### src/rtl/vend_pkg.sv
// Shared definitions for the vending controller: money width, item count,
// FSM state codes and the fixed price list.
package vend_pkg;

  localparam int WIDTH     = 13;
  localparam int NUM_ITEMS = 8;
  // Selection index is one bit wider than needed for the items so that
  // out-of-range requests (8..15) can be seen and flagged.
  localparam int SEL_W     = 4;
  localparam int ITEM_W    = 3;

  typedef logic [WIDTH-1:0]  money_t;
  typedef logic [SEL_W-1:0]  sel_t;
  typedef logic [ITEM_W-1:0] item_t;

  typedef enum logic [2:0] {
    IDLE     = 3'd0,
    COLLECT  = 3'd1,
    CHECK    = 3'd2,
    DISPENSE = 3'd3,
    CHANGE   = 3'd4
  } state_t;

  localparam money_t PRICES [NUM_ITEMS] = '{
    13'd100, 13'd125, 13'd150, 13'd175,
    13'd200, 13'd250, 13'd300, 13'd500
  };

  // True when a keypad index names a real item.
  function automatic logic sel_in_range(sel_t idx);
    return idx < SEL_W'(NUM_ITEMS);
  endfunction

endpackage

### src/rtl/vend_if.sv
// Bundle of front-end inputs and actuator outputs of the vending controller.
// master = coin/keypad front end and actuators, slave = the controller.
interface vend_if;
  import vend_pkg::*;

  logic   coin_valid;
  money_t coin_value;
  logic   sel_valid;
  sel_t   sel_item;
  logic   cancel;

  money_t balance;
  logic   dispense;
  item_t  dispense_item;
  logic   change_valid;
  money_t change_amount;
  logic   coin_reject;
  logic   err_short;
  logic   err_invalid;
  logic   busy;

  modport master (
    output coin_valid, coin_value, sel_valid, sel_item, cancel,
    input  balance, dispense, dispense_item, change_valid, change_amount,
           coin_reject, err_short, err_invalid, busy
  );

  modport slave (
    input  coin_valid, coin_value, sel_valid, sel_item, cancel,
    output balance, dispense, dispense_item, change_valid, change_amount,
           coin_reject, err_short, err_invalid, busy
  );

endinterface

### src/rtl/price_table.sv
// Combinational item-index to price lookup; out-of-range indices give 0.
module price_table
  import vend_pkg::*;
(
  input  sel_t   idx,
  output money_t price
);

  money_t masked [NUM_ITEMS];

  genvar gi;
  for (gi = 0; gi < NUM_ITEMS; gi++) begin : g_entry
    assign masked[gi] = (idx == SEL_W'(gi)) ? PRICES[gi] : '0;
  end

  // At most one entry is non-zero, so OR-ing them selects the match.
  always_comb begin
    price = '0;
    for (int i = 0; i < NUM_ITEMS; i++) begin
      price = price | masked[i];
    end
  end

endmodule

### src/rtl/vend_controller.sv
// Vending sequencer: credits coins, latches a selection, checks funds,
// pulses dispense and then returns change (or a full refund on cancel).
// Every output is a register loaded from the next-state logic.
module vend_controller
  import vend_pkg::*;
(
  input  logic clk,
  input  logic rst,
  vend_if.slave bus
);

  state_t state_reg, state_next;
  money_t balance_reg, balance_next;
  money_t price_reg, price_next;
  item_t  item_reg, item_next;

  logic   dispense_reg, dispense_next;
  item_t  dispense_item_reg, dispense_item_next;
  logic   change_valid_reg, change_valid_next;
  money_t change_amount_reg, change_amount_next;
  logic   coin_reject_reg, coin_reject_next;
  logic   err_short_reg, err_short_next;
  logic   err_invalid_reg, err_invalid_next;
  logic   busy_reg, busy_next;

  money_t           lookup_price;
  logic [WIDTH:0]   coin_sum;
  money_t           credit_bal;

  price_table u_price_table (
    .idx   (bus.sel_item),
    .price (lookup_price)
  );

  // One extra bit so a sum above the largest balance is detected, not wrapped.
  assign coin_sum = {1'b0, balance_reg} + {1'b0, bus.coin_value};

  // Next-state and next-output decode; pulses default low, data holds.
  always_comb begin
    state_next         = state_reg;
    balance_next       = balance_reg;
    price_next         = price_reg;
    item_next          = item_reg;
    dispense_item_next = dispense_item_reg;
    change_amount_next = change_amount_reg;
    coin_reject_next   = 1'b0;
    err_short_next     = 1'b0;
    err_invalid_next   = 1'b0;
    credit_bal         = balance_reg;

    case (state_reg)
      IDLE, COLLECT: begin
        // Coin is credited first so cancel/select see the updated balance.
        if (bus.coin_valid) begin
          if (coin_sum[WIDTH]) begin
            coin_reject_next = 1'b1;
          end else begin
            credit_bal = coin_sum[WIDTH-1:0];
          end
        end
        balance_next = credit_bal;

        if (bus.cancel && state_reg == COLLECT) begin
          change_amount_next = credit_bal;
          state_next         = CHANGE;
        end else if (bus.sel_valid) begin
          if (credit_bal == '0) begin
            err_short_next = 1'b1;
            state_next     = IDLE;
          end else if (!sel_in_range(bus.sel_item)) begin
            err_invalid_next = 1'b1;
            state_next       = COLLECT;
          end else begin
            item_next  = bus.sel_item[ITEM_W-1:0];
            price_next = lookup_price;
            state_next = CHECK;
          end
        end else begin
          state_next = (credit_bal == '0) ? IDLE : COLLECT;
        end
      end

      CHECK: begin
        coin_reject_next = bus.coin_valid;
        // Equal price and balance is enough to vend.
        if (price_reg <= balance_reg) begin
          balance_next       = balance_reg - price_reg;
          dispense_item_next = item_reg;
          state_next         = DISPENSE;
        end else begin
          err_short_next = 1'b1;
          state_next     = COLLECT;
        end
      end

      DISPENSE: begin
        coin_reject_next = bus.coin_valid;
        if (balance_reg != '0) begin
          change_amount_next = balance_reg;
          state_next         = CHANGE;
        end else begin
          state_next = IDLE;
        end
      end

      CHANGE: begin
        coin_reject_next = bus.coin_valid;
        balance_next     = '0;
        state_next       = IDLE;
      end

      default: begin
        balance_next = '0;
        state_next   = IDLE;
      end
    endcase

    // State-derived outputs are taken from the state being entered so the
    // registered value lines up with the cycle spent in that state.
    dispense_next     = (state_next == DISPENSE);
    change_valid_next = (state_next == CHANGE);
    busy_next         = (state_next == CHECK) || (state_next == DISPENSE) ||
                        (state_next == CHANGE);
  end

  // State and output registers; reset abandons any transaction in flight.
  always_ff @(posedge clk) begin
    if (rst) begin
      state_reg         <= IDLE;
      balance_reg       <= '0;
      price_reg         <= '0;
      item_reg          <= '0;
      dispense_reg      <= 1'b0;
      dispense_item_reg <= '0;
      change_valid_reg  <= 1'b0;
      change_amount_reg <= '0;
      coin_reject_reg   <= 1'b0;
      err_short_reg     <= 1'b0;
      err_invalid_reg   <= 1'b0;
      busy_reg          <= 1'b0;
    end else begin
      state_reg         <= state_next;
      balance_reg       <= balance_next;
      price_reg         <= price_next;
      item_reg          <= item_next;
      dispense_reg      <= dispense_next;
      dispense_item_reg <= dispense_item_next;
      change_valid_reg  <= change_valid_next;
      change_amount_reg <= change_amount_next;
      coin_reject_reg   <= coin_reject_next;
      err_short_reg     <= err_short_next;
      err_invalid_reg   <= err_invalid_next;
      busy_reg          <= busy_next;
    end
  end

  assign bus.balance       = balance_reg;
  assign bus.dispense      = dispense_reg;
  assign bus.dispense_item = dispense_item_reg;
  assign bus.change_valid  = change_valid_reg;
  assign bus.change_amount = change_amount_reg;
  assign bus.coin_reject   = coin_reject_reg;
  assign bus.err_short     = err_short_reg;
  assign bus.err_invalid   = err_invalid_reg;
  assign bus.busy          = busy_reg;

endmodule

### src/flat_wrapper.sv
// flat-port wrapper written by rule: the top's interface ports become plain ports
module vend_controller_flat import vend_pkg::*;
  (clk, rst, bus_coin_valid, bus_coin_value, bus_sel_valid, bus_sel_item, bus_cancel, bus_balance, bus_dispense, bus_dispense_item, bus_change_valid, bus_change_amount, bus_coin_reject, bus_err_short, bus_err_invalid, bus_busy);
  vend_if bus_i ();
  input  logic clk;
  input  logic rst;
  input wire logic [$bits(bus_i.coin_valid)-1:0] bus_coin_valid;
  input wire logic [$bits(bus_i.coin_value)-1:0] bus_coin_value;
  input wire logic [$bits(bus_i.sel_valid)-1:0] bus_sel_valid;
  input wire logic [$bits(bus_i.sel_item)-1:0] bus_sel_item;
  input wire logic [$bits(bus_i.cancel)-1:0] bus_cancel;
  output wire logic [$bits(bus_i.balance)-1:0] bus_balance;
  output wire logic [$bits(bus_i.dispense)-1:0] bus_dispense;
  output wire logic [$bits(bus_i.dispense_item)-1:0] bus_dispense_item;
  output wire logic [$bits(bus_i.change_valid)-1:0] bus_change_valid;
  output wire logic [$bits(bus_i.change_amount)-1:0] bus_change_amount;
  output wire logic [$bits(bus_i.coin_reject)-1:0] bus_coin_reject;
  output wire logic [$bits(bus_i.err_short)-1:0] bus_err_short;
  output wire logic [$bits(bus_i.err_invalid)-1:0] bus_err_invalid;
  output wire logic [$bits(bus_i.busy)-1:0] bus_busy;
  assign bus_i.coin_valid = bus_coin_valid;
  assign bus_i.coin_value = bus_coin_value;
  assign bus_i.sel_valid = bus_sel_valid;
  assign bus_i.sel_item = bus_sel_item;
  assign bus_i.cancel = bus_cancel;
  assign bus_balance = bus_i.balance;
  assign bus_dispense = bus_i.dispense;
  assign bus_dispense_item = bus_i.dispense_item;
  assign bus_change_valid = bus_i.change_valid;
  assign bus_change_amount = bus_i.change_amount;
  assign bus_coin_reject = bus_i.coin_reject;
  assign bus_err_short = bus_i.err_short;
  assign bus_err_invalid = bus_i.err_invalid;
  assign bus_busy = bus_i.busy;
  vend_controller u_core (.clk(clk), .rst(rst), .bus(bus_i));
endmodule
### config.mk
export PLATFORM = sky130hd
export DESIGN_NAME = vend_controller_flat
export DESIGN_NICKNAME = d
export VERILOG_FILES = /design/src/rtl/vend_pkg.sv /design/src/rtl/vend_if.sv /design/src/rtl/price_table.sv /design/src/rtl/vend_controller.sv /design/src/flat_wrapper.sv
export SDC_FILE = /design/constraint.sdc
export NUM_CORES = 1
export LEC_CHECK = 0
export CAP_MARGIN = 20
export CORE_MARGIN = 2
export CORE_UTILIZATION = 40
export DETAILED_ROUTE_END_ITERATION = 12
export GPL_TIMING_DRIVEN = 1
export PLACE_DENSITY = 0.76
export SLEW_MARGIN = 25
export SYNTH_ARGS = -nofsm -noshare
export SYNTH_HDL_FRONTEND = slang
export SYNTH_SLANG_ARGS = --single-unit
### constraint.sdc
create_clock -name clk -period 3.2 [get_ports clk]
set_input_delay 0.96 -clock clk [delete_from_list [all_inputs] [get_ports clk]]
set_output_delay 0.96 -clock clk [all_outputs]
set_load 0.01 [all_outputs]
==> impl_results.md <==
* Placed Cells at 678
* Slowest-stage cell, CP: nor4_4
* Crit end category: register
* Rel. slew slack at 53.4%
* Clock share of power at 9.3%
* VDD IR-drop max at 0.391 mV
* Pwr Total at 4.85 mW
* Worst hold path depth at 2
* Die footprint at 10,200 µm²
* H-tree levels at 2
* Final setup margin at 0.0624 ns
* Status: complete, no violations
* Post-synthesis cell area at between 3000 and 4000 µm²
* Antenna Cells at 0
* Filler cells at 779
* DP HPWL at just over 9000 µm
* Top-Level Pins at 57
* Async S/R FF share, synth at 0%
* Startpoint types: primary input
* First-pass GRT wire length at 19,600 µm
* Post-synth top area share at 26.7%
* Min Tclk post-route at 3.14 ns
* Cts hold-fix bufs at 0
* Pre-antenna DRT Iters at 5
* Reg2reg path depth at 11
* Overall routing resource usage at roughly a quarter
* Synth area leaders: dfxtp_1, ha_1, mux2i_1
* Residual DRC count at 0
* Post-synth EDFFs at 0
* Yosys cell types at 70
* Total of max-cap violations at 0
* Top Family by Delay on Critical Path: compound AO/OA/AOI/OAI gates
* Leak Pwr at 2.21 nW
* Logic pwr share at 70.8%
* Cell with the most instances after synthesis: dfxtp_1
* Max frequency at 319 MHz
* Layout Utilization at 60.3%
* Avg Cell Area, Syn at 8.14 µm²
* Core area at 9150 µm²
* Via count at a little over 4k
* Bufs and invs on worst path at 3
* Antenna Violating Nets Remaining at 0
* Number of synthesized register bits at 50
* Row count at 35
* Worst skew pair latency at 0.31 ns
* GR Overflow Total at 0
* Post-Syn Instances at 461
* Final setup violation count at 0
* Initial antenna violation count at 0
* Max Clock Skew at 0.00997 ns
* Synth area leader: dfxtp_1
* Worst-path clk slew at approximately 0.090 ns
* CP max FO at 7
* Pwr dens at just under 900 nW/µm²
* Final period util at 98.1%
* Final slew viol count at 0
* Register area share after synthesis at a little over a quarter
* Total stage count of the critical path at 11
* Fin cells at 702
* Crit path kind: primary input to register
* Ys flop type: dfxtp_1
* Multi-input gate area at 2900 µm²
* CP arrival at 3.37 ns
* Root buffer cell: clkbuf_8
* CTS tree: built
* RSZ-0062 raised after global routing: true
* CTS max path bufs at 2
* Sequential power share at 20.0%
* Syn nets at 507
* Hold slack at 0.461 ns
* Clock sink count at 50
* Share of cells above drive strength 1 at 28.4%
* Vias in the first global route at 4,082
* Most instantiated cells after synthesis: dfxtp_1, nor2_1, a21oi_1
* Drt initial violations at 278
* Initial Util at 41.0%
* Post-Route WL at about 12,000 µm
* Largest net degree at the start of global routing at 25
* Slew at the pin closest to its max-slew limit at 0.695 ns
* Port bufs at 56
* Layout Nets at 636
* Cell Int Power at 2.74 mW
* Setup WS pre-CTS at -0.689 ns
* Die Width at 101 µm
* Layout area overhead at 47.0%
* Switching pwr at 2.11 mW
* CTS Buf Count at 5
* CP cell instances: dlygate4sd2_1, ha_4, buf_6, nand3_2, o211ai_1, o22ai_2, xnor2_2, nor4_4, o22a_4, buf_8, mux2i_1
* Switching share of total power at a little over two fifths
* Wire per inst at ~18 µm
* Register area at 1000 µm²
* Min-Delay Path Class: register to register
* Placed Instance Area at 4910 µm²
* Yosys warns at 0
* Die height at between 100 and 150 µm
* Drt via density at 5.84
* Finished Cell Area at 5520 µm²
* Worst Path Required at 3.43 ns
* Final Hold Vio Count at 0
* Setup tns final at 0 ns
* Final GP Congestion at 0.893
* Worst path max stage delay at 0.34 ns
[worst register-to-register path: cells and delay by family, from the launching register on]
family	cells	cell delay, ns
buf+inv	2	0.19
simple gates	1	0.22
compound gates	4	1.26
flops	1	0.34
fa+ha+maj	2	0.67
mux	1	0.08
xor+xnor	1	0.19
[area by class of cell]
type                       instances  share of cell area [%]
clock buffer                       7                    1.38
clock inverter                     1                   0.544
inverter                          20                    1.36
multi-input combinational        364                    52.5
sequential                        50                    18.1
tap                              111                    2.52
timing repair buffer             149                    23.5
[kinds of logic after synthesis]
family                   count (synthesis)  share of synthesized area (%)
AO/OA/AOI/OAI                          139                           25.6
XOR/XNOR                                19                           4.44
AND/OR/NAND/NOR                        154                           21.2
adder cells (fa/ha/maj)                 24                           8.41
buffers and inverters                   47                           5.90
multiplexers                            28                           7.80
flip-flops                              50                           26.7
[power by group through the flow]
stage | Sequential (mW) | Combinational (mW) | Clock (mW)
after CTS | 0.956 | 3.21 | 0.449
after floorplan | 0.976 | 1.81 | 0
after detailed placement | 0.954 | 2.93 | 0
after global placement | 0.947 | 2.85 | 0
final | 0.968 | 3.43 | 0.449
after global routing | 0.982 | 3.71 | 0.480
[cell usage in the layout (no fill, tap or decap), types with 15 or more instances in the layout]
| master | count |
|---|---|
| nand2b_1 | 19 |
| nand2_1 | 31 |
| buf_4 | 82 |
| dfxtp_1 | 50 |
| o21ai_0 | 15 |
| mux2i_1 | 20 |
| clkdlybuf4s50_1 | 44 |
| nor2_1 | 39 |
| a21oi_1 | 32 |
| inv_1 | 20 |
[path summary, 6_finish.rpt]
check                                                  start                      endpoint  slack [ns]
worst max-delay path                       bus_coin_value[4]           u_core.price_reg[6]        0.06
worst min-delay path            u_core.bus.change_amount[12]  u_core.bus.change_amount[12]        0.46
worst max register to register         u_core.bus.balance[0]        u_core.bus.balance[10]        0.16
worst min register to register  u_core.bus.change_amount[12]  u_core.bus.change_amount[12]        0.46
[metal layers]
metal / global-route usage [%] / vias to the layer above / part of all wire, %
li1: - / 1957 / -
met1: 28.8 / 1924 / 41
met2: 42.7 / 172 / 49
met3: 3.26 / 46 / 6.1
met4: 10.9 / 0 / 4.3
met5: 0 / - / 0
[repair_timing]
action | in CTS | in global routing
setup buffers | 7 | 8
endpoints found under the setup margin | 40 | 38
cloned | 1 | 0
pin swaps | 20 | 20
hold endpoints to repair | 0 | 0
gates resized for setup | 63 | 27
No activity file was read; power rests on OpenSTA's default activity.
